[src/rtl/reg_select_load.sv]
// 16x32 general-purpose register file with IR field select, HI/LO registers and write statistics.
// Optional BA_ZERO_EN: a base-address read of register 0 returns zero instead of R0's contents.
module reg_select_load (
  input  logic        clock,
  input  logic        clear_n,
  input  logic [31:0] bus_in,
  input  logic [31:0] ir,
  input  logic        Gra,
  input  logic        Grb,
  input  logic        Grc,
  input  logic        Rin,
  input  logic        Rout,
  input  logic        BAout,
  input  logic        HIin,
  input  logic        LOin,
  output logic [31:0] rdata,
  output logic [15:0] rout_onehot,
  output logic [31:0] hi_q,
  output logic [31:0] lo_q,
  output logic [31:0] csign,
  output logic        multi_sel_err,
  output logic [7:0]  wr_count
);

  logic [31:0] regs [16];
  logic [3:0]  field;
  logic        multi_sel;
  logic        unused_ir_bits;

  assign field = (ir[26:23] & {4{Gra}})
               | (ir[22:19] & {4{Grb}})
               | (ir[18:15] & {4{Grc}});

  // Only an active access with two or more selects counts as an error.
  assign multi_sel = ((Gra & Grb) | (Gra & Grc) | (Grb & Grc)) & (Rin | Rout | BAout);

  assign csign          = {{13{ir[18]}}, ir[18:0]};
  assign unused_ir_bits = ^ir[31:27];

  always_comb begin
    rout_onehot = 16'h0000;
    if (Rout || BAout)
      rout_onehot = 16'h0001 << field;
  end

  always_comb begin
    rdata = regs[field];
`ifdef BA_ZERO_EN
    if (BAout && (field == 4'd0))
      rdata = 32'h0000_0000;
`endif
  end

  always_ff @(posedge clock) begin
    if (!clear_n) begin
      for (int i = 0; i < 16; i++)
        regs[i] <= 32'h0000_0000;
      hi_q          <= 32'h0000_0000;
      lo_q          <= 32'h0000_0000;
      wr_count      <= 8'h00;
      multi_sel_err <= 1'b0;
    end else begin
      if (Rin) begin
        regs[field] <= bus_in;
        if (wr_count != 8'hFF)
          wr_count <= wr_count + 8'd1;
      end
      if (HIin)
        hi_q <= bus_in;
      if (LOin)
        lo_q <= bus_in;
      if (multi_sel)
        multi_sel_err <= 1'b1;
    end
  end

endmodule

[config.mk]
export PLATFORM = sky130hd
export DESIGN_NAME = reg_select_load
export DESIGN_NICKNAME = d
export VERILOG_FILES = /design/src/rtl/reg_select_load.sv
export SDC_FILE = /design/constraint.sdc
export NUM_CORES = 1
export LEC_CHECK = 0
export ABC_CLOCK_PERIOD_IN_PS = 6810
export BUFFER_PORTS_ARGS = -buffer_cell sky130_fd_sc_hd__buf_2
export CORE_MARGIN = 2
export CORE_UTILIZATION = 34
export CTS_CLUSTER_SIZE = 20
export DETAILED_ROUTE_END_ITERATION = 10
export GPL_TIMING_DRIVEN = 0
export PLACE_DENSITY = 0.59
export SLEW_MARGIN = 20
export SYNTH_ARGS = -nofsm -noshare
export SYNTH_HDL_FRONTEND = slang
export SYNTH_SLANG_ARGS = --single-unit
[constraint.sdc]
create_clock -name clock -period 6.81 [get_ports clock]
set_input_delay 1.7025 -clock clock [delete_from_list [all_inputs] [get_ports clock]]
set_output_delay 1.7025 -clock clock [all_outputs]
set_load 0.01 [all_outputs]
# Word level (Yosys, flattened, before mapping)
# Memories as Yosys holds them, arrays and structs flattened.
# Index checks and enable logic that the tools add are counted.
dict set report totals {
  register_bits 73
  ram_bits 512
  input_bits 74
  out_inout_bits 153
  elab_cells 32
  memories 1
}
dict set report op_classes {
  addsub 1
  eq_ne 1
  n_shift 1
  muxes 8
  bitwise_logic 13
  reduce_logical 3
}
# name depth width rd rd_ports_with_merged_regs wr line_no
set mem_list {}
lappend mem_list {regs 16 32 1 0 16 25} ;# logic [31:0] regs [16];
# op count
set ops {}
lappend ops {{32-bit 2-to-1 mux} 1}
lappend ops {{32-bit OR reduction} 1}
lappend ops {{16-bit 2-to-1 mux} 1}
lappend ops {{1-bit by 4-bit << shifter with 16-bit output (first input constant)} 1}
lappend ops {{4-bit AND} 3}
lappend ops {{8-bit by 1-bit adder with 8-bit output (second input constant)} 1}
lappend ops {{8-bit inequality test (second input constant)} 1}
lappend ops {{4-bit bitwise OR} 2}
lappend ops {{1-bit 2-to-1 mux} 5}
lappend ops {{1-bit AND} 4}
lappend ops {{4-bit 2-to-1 mux} 1}
lappend ops {{1-bit bitwise OR} 4}
lappend ops {{2-bit AND reduction} 1}
lappend ops {{1-bit logical OR} 1}

# Depth between registers and ports, before layout
dict set report depth {
  depth_word 5
  mapped_depth 9
  ltp_nobuf 6
}

# Worst setup path before layout
# Ideal clock, no wire load.
dict set report synth_path {
  path_kind {input -> register}
  start {input port Grb}
  end {memory regs[0][0] (enable)}
  setup_ns 0.466
  arrival_time_ns 5.231
  t_required_ns 6.344
  path_slack_ns 1.113
  cell_stages 5
  path_buffers 2
  path_cell_list {buf_4 > a222oi_1 > nand2_1 > clkbuf_1 > o21ai_0}
}
# item line_no
set synth_lines {}
lappend synth_lines {{start, declared} 9} ;# input logic Grb,
lappend synth_lines {{end, declared} 25}

# Final worst setup path
dict set report layout_path {
  start {input port Grc}
  end {output port rdata[21]}
}
dict set report layout_between {
  elab_chain_len 3
}
# item line_no
set layout_rtl {}
lappend layout_rtl {{start, declared} 10} ;# input logic Grc,
lappend layout_rtl {{4-bit AND} 32} ;# | (ir[18:15] & {4{Grc}});
lappend layout_rtl {{4-bit bitwise OR} 32}
lappend layout_rtl {{memory 16 x 32 bit} -}
lappend layout_rtl {{end, declared} 16} ;# output logic [31:0] rdata,
# No other way between the ends.

==> flow_summary.yaml <==
outcome:
  run_status: "complete, no violations"
worst_hold_path:
  min_delay_path_depth: 1
  min_path_type: "flop to flop"
global_route:
  grt_antenna_before_repair: 4
  grt_start_max_net_pins: 22
  first_global_vias: 16500
  grt_use_total_pct: 18.0
  gr-total-overflow: 0
  global_route_wire_length_before_repair_um: 106000
synth:
  syn_avg_cell_area_sq_um: 13.5
  mappedNetlistArea_sq_mm: 0.0263
  cell_type_contributing_the_most_total_cell_area_after_synthesis: "sky130_fd_sc_hd__edfxtp_1"
  netlist.area_leader.share_pct: 58.4
  synth-seq-area-share_pct: 64.0
  synthesis.instances: 1947
  ys_top_cells_by_area: "sky130_fd_sc_hd__edfxtp_1 (58%), sky130_fd_sc_hd__and2_1 (12%), sky130_fd_sc_hd__mux2i_1 (12%)"
  ys_seq_elements: 585
  synthesis.yosys.warnings: 0
  synth_fp_nets: 2022
  netlist-cell-type-count: 31
die:
  floorplan.initialDensity_pct: 34.1
  die_w_um: 282
  top_level_i_o_count: 227
  placeable_core_region_sq_mm: 0.0771
  design.die.area_sq_mm: 0.0797
  die-height_um: 282
  std_cell_rows: 102
layout:
  post_layout_utilization_of_the_core_pct: 40.6
  num-nets-final: 2304
  fill_cells: 7216
  multi_input_comb_area_sq_mm: 0.00877
  drive_above_1_share_pct: 17.7
  antennaDiodeCount: 0
  footprint_of_the_flip_flops_and_latches_sq_mm: 0.0168
  flow.area_growth_from_synthesis_pct: 19.0
  final_area_sq_mm: 0.0313
clock_tree:
  clock_latency_on_the_worst_skew_pair_ns: 0.62
  cts_post_setup_buffers_inserted: 0
  tritoncts_clock_tree: "done"
  post_cts.resized_instances: 0
  clkSlewWorstSetupHoldPaths_ns: 0.06
  hold_buffers: 0
  cts.path.max_buffers: 3
  tritoncts.num_buffers: 58
  cts.sink_count: 585
  root_buffer: "sky130_fd_sc_hd__clkbuf_16"
  ctsHtreeMaxLevel: 2
worst_setup_path:
  crit_path_cell_trace: "clkbuf_1 > a222oi_1 > buf_2 > buf_4 > clkbuf_1 > mux2i_1 > o221ai_1 > or3_1 > buf_2"
  crit_cells: 9
  setup.worst_path.start_class: "input port"
  cp.required_ns: 5.11
  worstPathBufferInverterCount: 5
  cp-end-kind: "primary output"
  worstRegToRegCells: 6
  timing.critical_path.slowest_cell_delay_ns: 0.74
  crit_path_max_fanout: 10
  cp_top_family: "buffers and inverters"
  arrival_time_worst_endpoint_ns: 4.86
  crit_path_top_delay_cell: "sky130_fd_sc_hd__clkbuf_1"
  timing_worst_setup_path_type: "input port to primary output"
job:
  timing.max_cap.violations: 0
sta:
  final.hold.worst_slack_ns: 0.470
  min_period_ns: 6.56
  slew_headroom_pct: 20.6
  tightestPinTransition_ns: 1.19
  setup-violations-final: 0
  layout_worst_path_cycle_share_pct: 96.4
  final-max-slew-violation-count: 0
  final.setup.tns_ns: 0
  grt_setup_unrepaired: "false"
  hold_viol_final: 0
  max_freq_ghz: 0.152
  timing.clock.skew_ns: 0.00731
placement:
  gpl.final_weighted_congestion: 0.818
  post-dp-hpwl_um: 52800
  port_buffers: 201
  placedInstanceArea_sq_mm: 0.0293
power_and_ir_drop:
  report.power.total_mw: 8.56
  pwr_density_cell_mw_per_mm2: 273
  irDropWorstVdd_v: 0.000188
  power_leakage_nw: 12.0
drt:
  route.antenna.remaining_nets: 0
  drt_iter0_markers: 1459
  vias_per_cell: 4.91
  detail_route.drc_violations: 0
  vias: 16300
  wire_per_inst_um: 21.8
  firstDrtPassIters: 7
  routed_wl_um: 72500
## Yosys cell counts
library cell                 n
sky130_fd_sc_hd__nor2_2      2
sky130_fd_sc_hd__nor2b_1    67
sky130_fd_sc_hd__or2_2       1
sky130_fd_sc_hd__a222oi_1    4
sky130_fd_sc_hd__nand3_1     1
sky130_fd_sc_hd__or3_1      35
sky130_fd_sc_hd__a31oi_1     1
sky130_fd_sc_hd__nand2_1    17
sky130_fd_sc_hd__inv_1       1
sky130_fd_sc_hd__o22ai_1    64
sky130_fd_sc_hd__nor2_1     34
sky130_fd_sc_hd__nand2b_1    3
sky130_fd_sc_hd__ha_1        1
sky130_fd_sc_hd__buf_2      31
sky130_fd_sc_hd__nand4_1     5
sky130_fd_sc_hd__mux2i_1   321
sky130_fd_sc_hd__nand3b_1    2
sky130_fd_sc_hd__and2_1    518
sky130_fd_sc_hd__buf_1       9
sky130_fd_sc_hd__clkbuf_1  112
sky130_fd_sc_hd__xor2_1      2
sky130_fd_sc_hd__xnor2_1     5
sky130_fd_sc_hd__o21a_1      1
sky130_fd_sc_hd__and3_1      3
sky130_fd_sc_hd__a22oi_1     3
sky130_fd_sc_hd__o221ai_1   32
sky130_fd_sc_hd__o21ai_0    17
sky130_fd_sc_hd__o22a_1     32
sky130_fd_sc_hd__dfxtp_1    73
sky130_fd_sc_hd__buf_4      38
sky130_fd_sc_hd__edfxtp_1  512
## registers in the layout, summed over array words and instances, names as in the netlist
signal,flops
regs,512
hi_q,32
lo_q,32
wr_count,8
multi_sel_err,1
## per-layer routing
| metal | up-vias | GRT usage (%) | part of all wire [%] |
|---|---|---|---|
| met5 | - | 0 | 0 |
| met4 | 0 | 5.60 | 2.9 |
| met3 | 99 | 2.57 | 5.6 |
| met2 | 535 | 30.5 | 49 |
| met1 | 8117 | 23.9 | 43 |
| li1 | 7539 | - | - |
## cell type report
cell class                      count  area share, %
Buffer                            190           2.86
Clock buffer                       71           4.79
Inverter                            1         0.0120
Multi-Input combinational cell   1171           28.0
Timing Repair Buffer              222           4.76
Clock inverter                     37           1.71
Sequential cell                   585           53.7
Tap cell                         1040           4.15
## cell families after synthesis
logic type | after synthesis | share of synthesized area, %
and+or+nand+nor | 688 | 15.9
DFF | 585 | 64.0
muxes | 321 | 12.2
buffers and inverters | 191 | 3.41
AOI/OAI and AO/OA | 154 | 4.26
xor gates and xnor gates | 7 | 0.233
adders and majority gates | 1 | 0.0475
## through the flow
stage / setup WS (ns) / std cells
6_report: 0.247 / 3317
4_1_cts: 0.227 / 3317
5_1_grt: 0.0759 / 3317
2_1_floorplan: 1.11 / 1947
3_5_place_dp: 0.202 / 3209
3_3_place_gp: -1.63 / 3188
## worst register-to-register path: cells and delay by family, from the launching register on
kind            cells  cell delay [ns]
simple gates        3             0.54
compound gates      1             0.56
fa+ha+maj           1             0.24
flops               1             0.34
xor+xnor            1             0.16
## power by group
| group | total (mW) | switching [mW] | internal, mW | leakage [nW] |
|---|---|---|---|---|
| registers | 4.17 | 0.0641 | 4.11 | 5.48 |
| clock network | 3.42 | 1.39 | 2.03 | 0.973 |
| logic | 0.967 | 0.613 | 0.353 | 5.55 |
## cell usage in the layout (no fill, tap or decap), types with 35 or more instances in the layout
cell type                   instances
sky130_fd_sc_hd__and2_1           518
sky130_fd_sc_hd__edfxtp_1         512
sky130_fd_sc_hd__mux2i_1          321
sky130_fd_sc_hd__buf_2            235
sky130_fd_sc_hd__clkbuf_1         124
sky130_fd_sc_hd__dfxtp_1           73
sky130_fd_sc_hd__nor2b_1           67
sky130_fd_sc_hd__o22ai_1           64
sky130_fd_sc_hd__clkbuf_16         58
sky130_fd_sc_hd__buf_4             38
sky130_fd_sc_hd__or3_1             35
## final timing paths
kind / end / start / slack (ns)
setup / recovery: rdata[21] / Grc / 0.25
hold / removal: multi_sel_err$_SDFFE_PN0P_ / multi_sel_err$_SDFFE_PN0P_ / 0.47
setup reg to reg: wr_count[5]$_SDFFE_PN0P_ / wr_count[0]$_SDFFE_PN0P_ / 4.85
hold reg to reg: multi_sel_err$_SDFFE_PN0P_ / multi_sel_err$_SDFFE_PN0P_ / 0.47
Power figures use the tool's default switching activity.
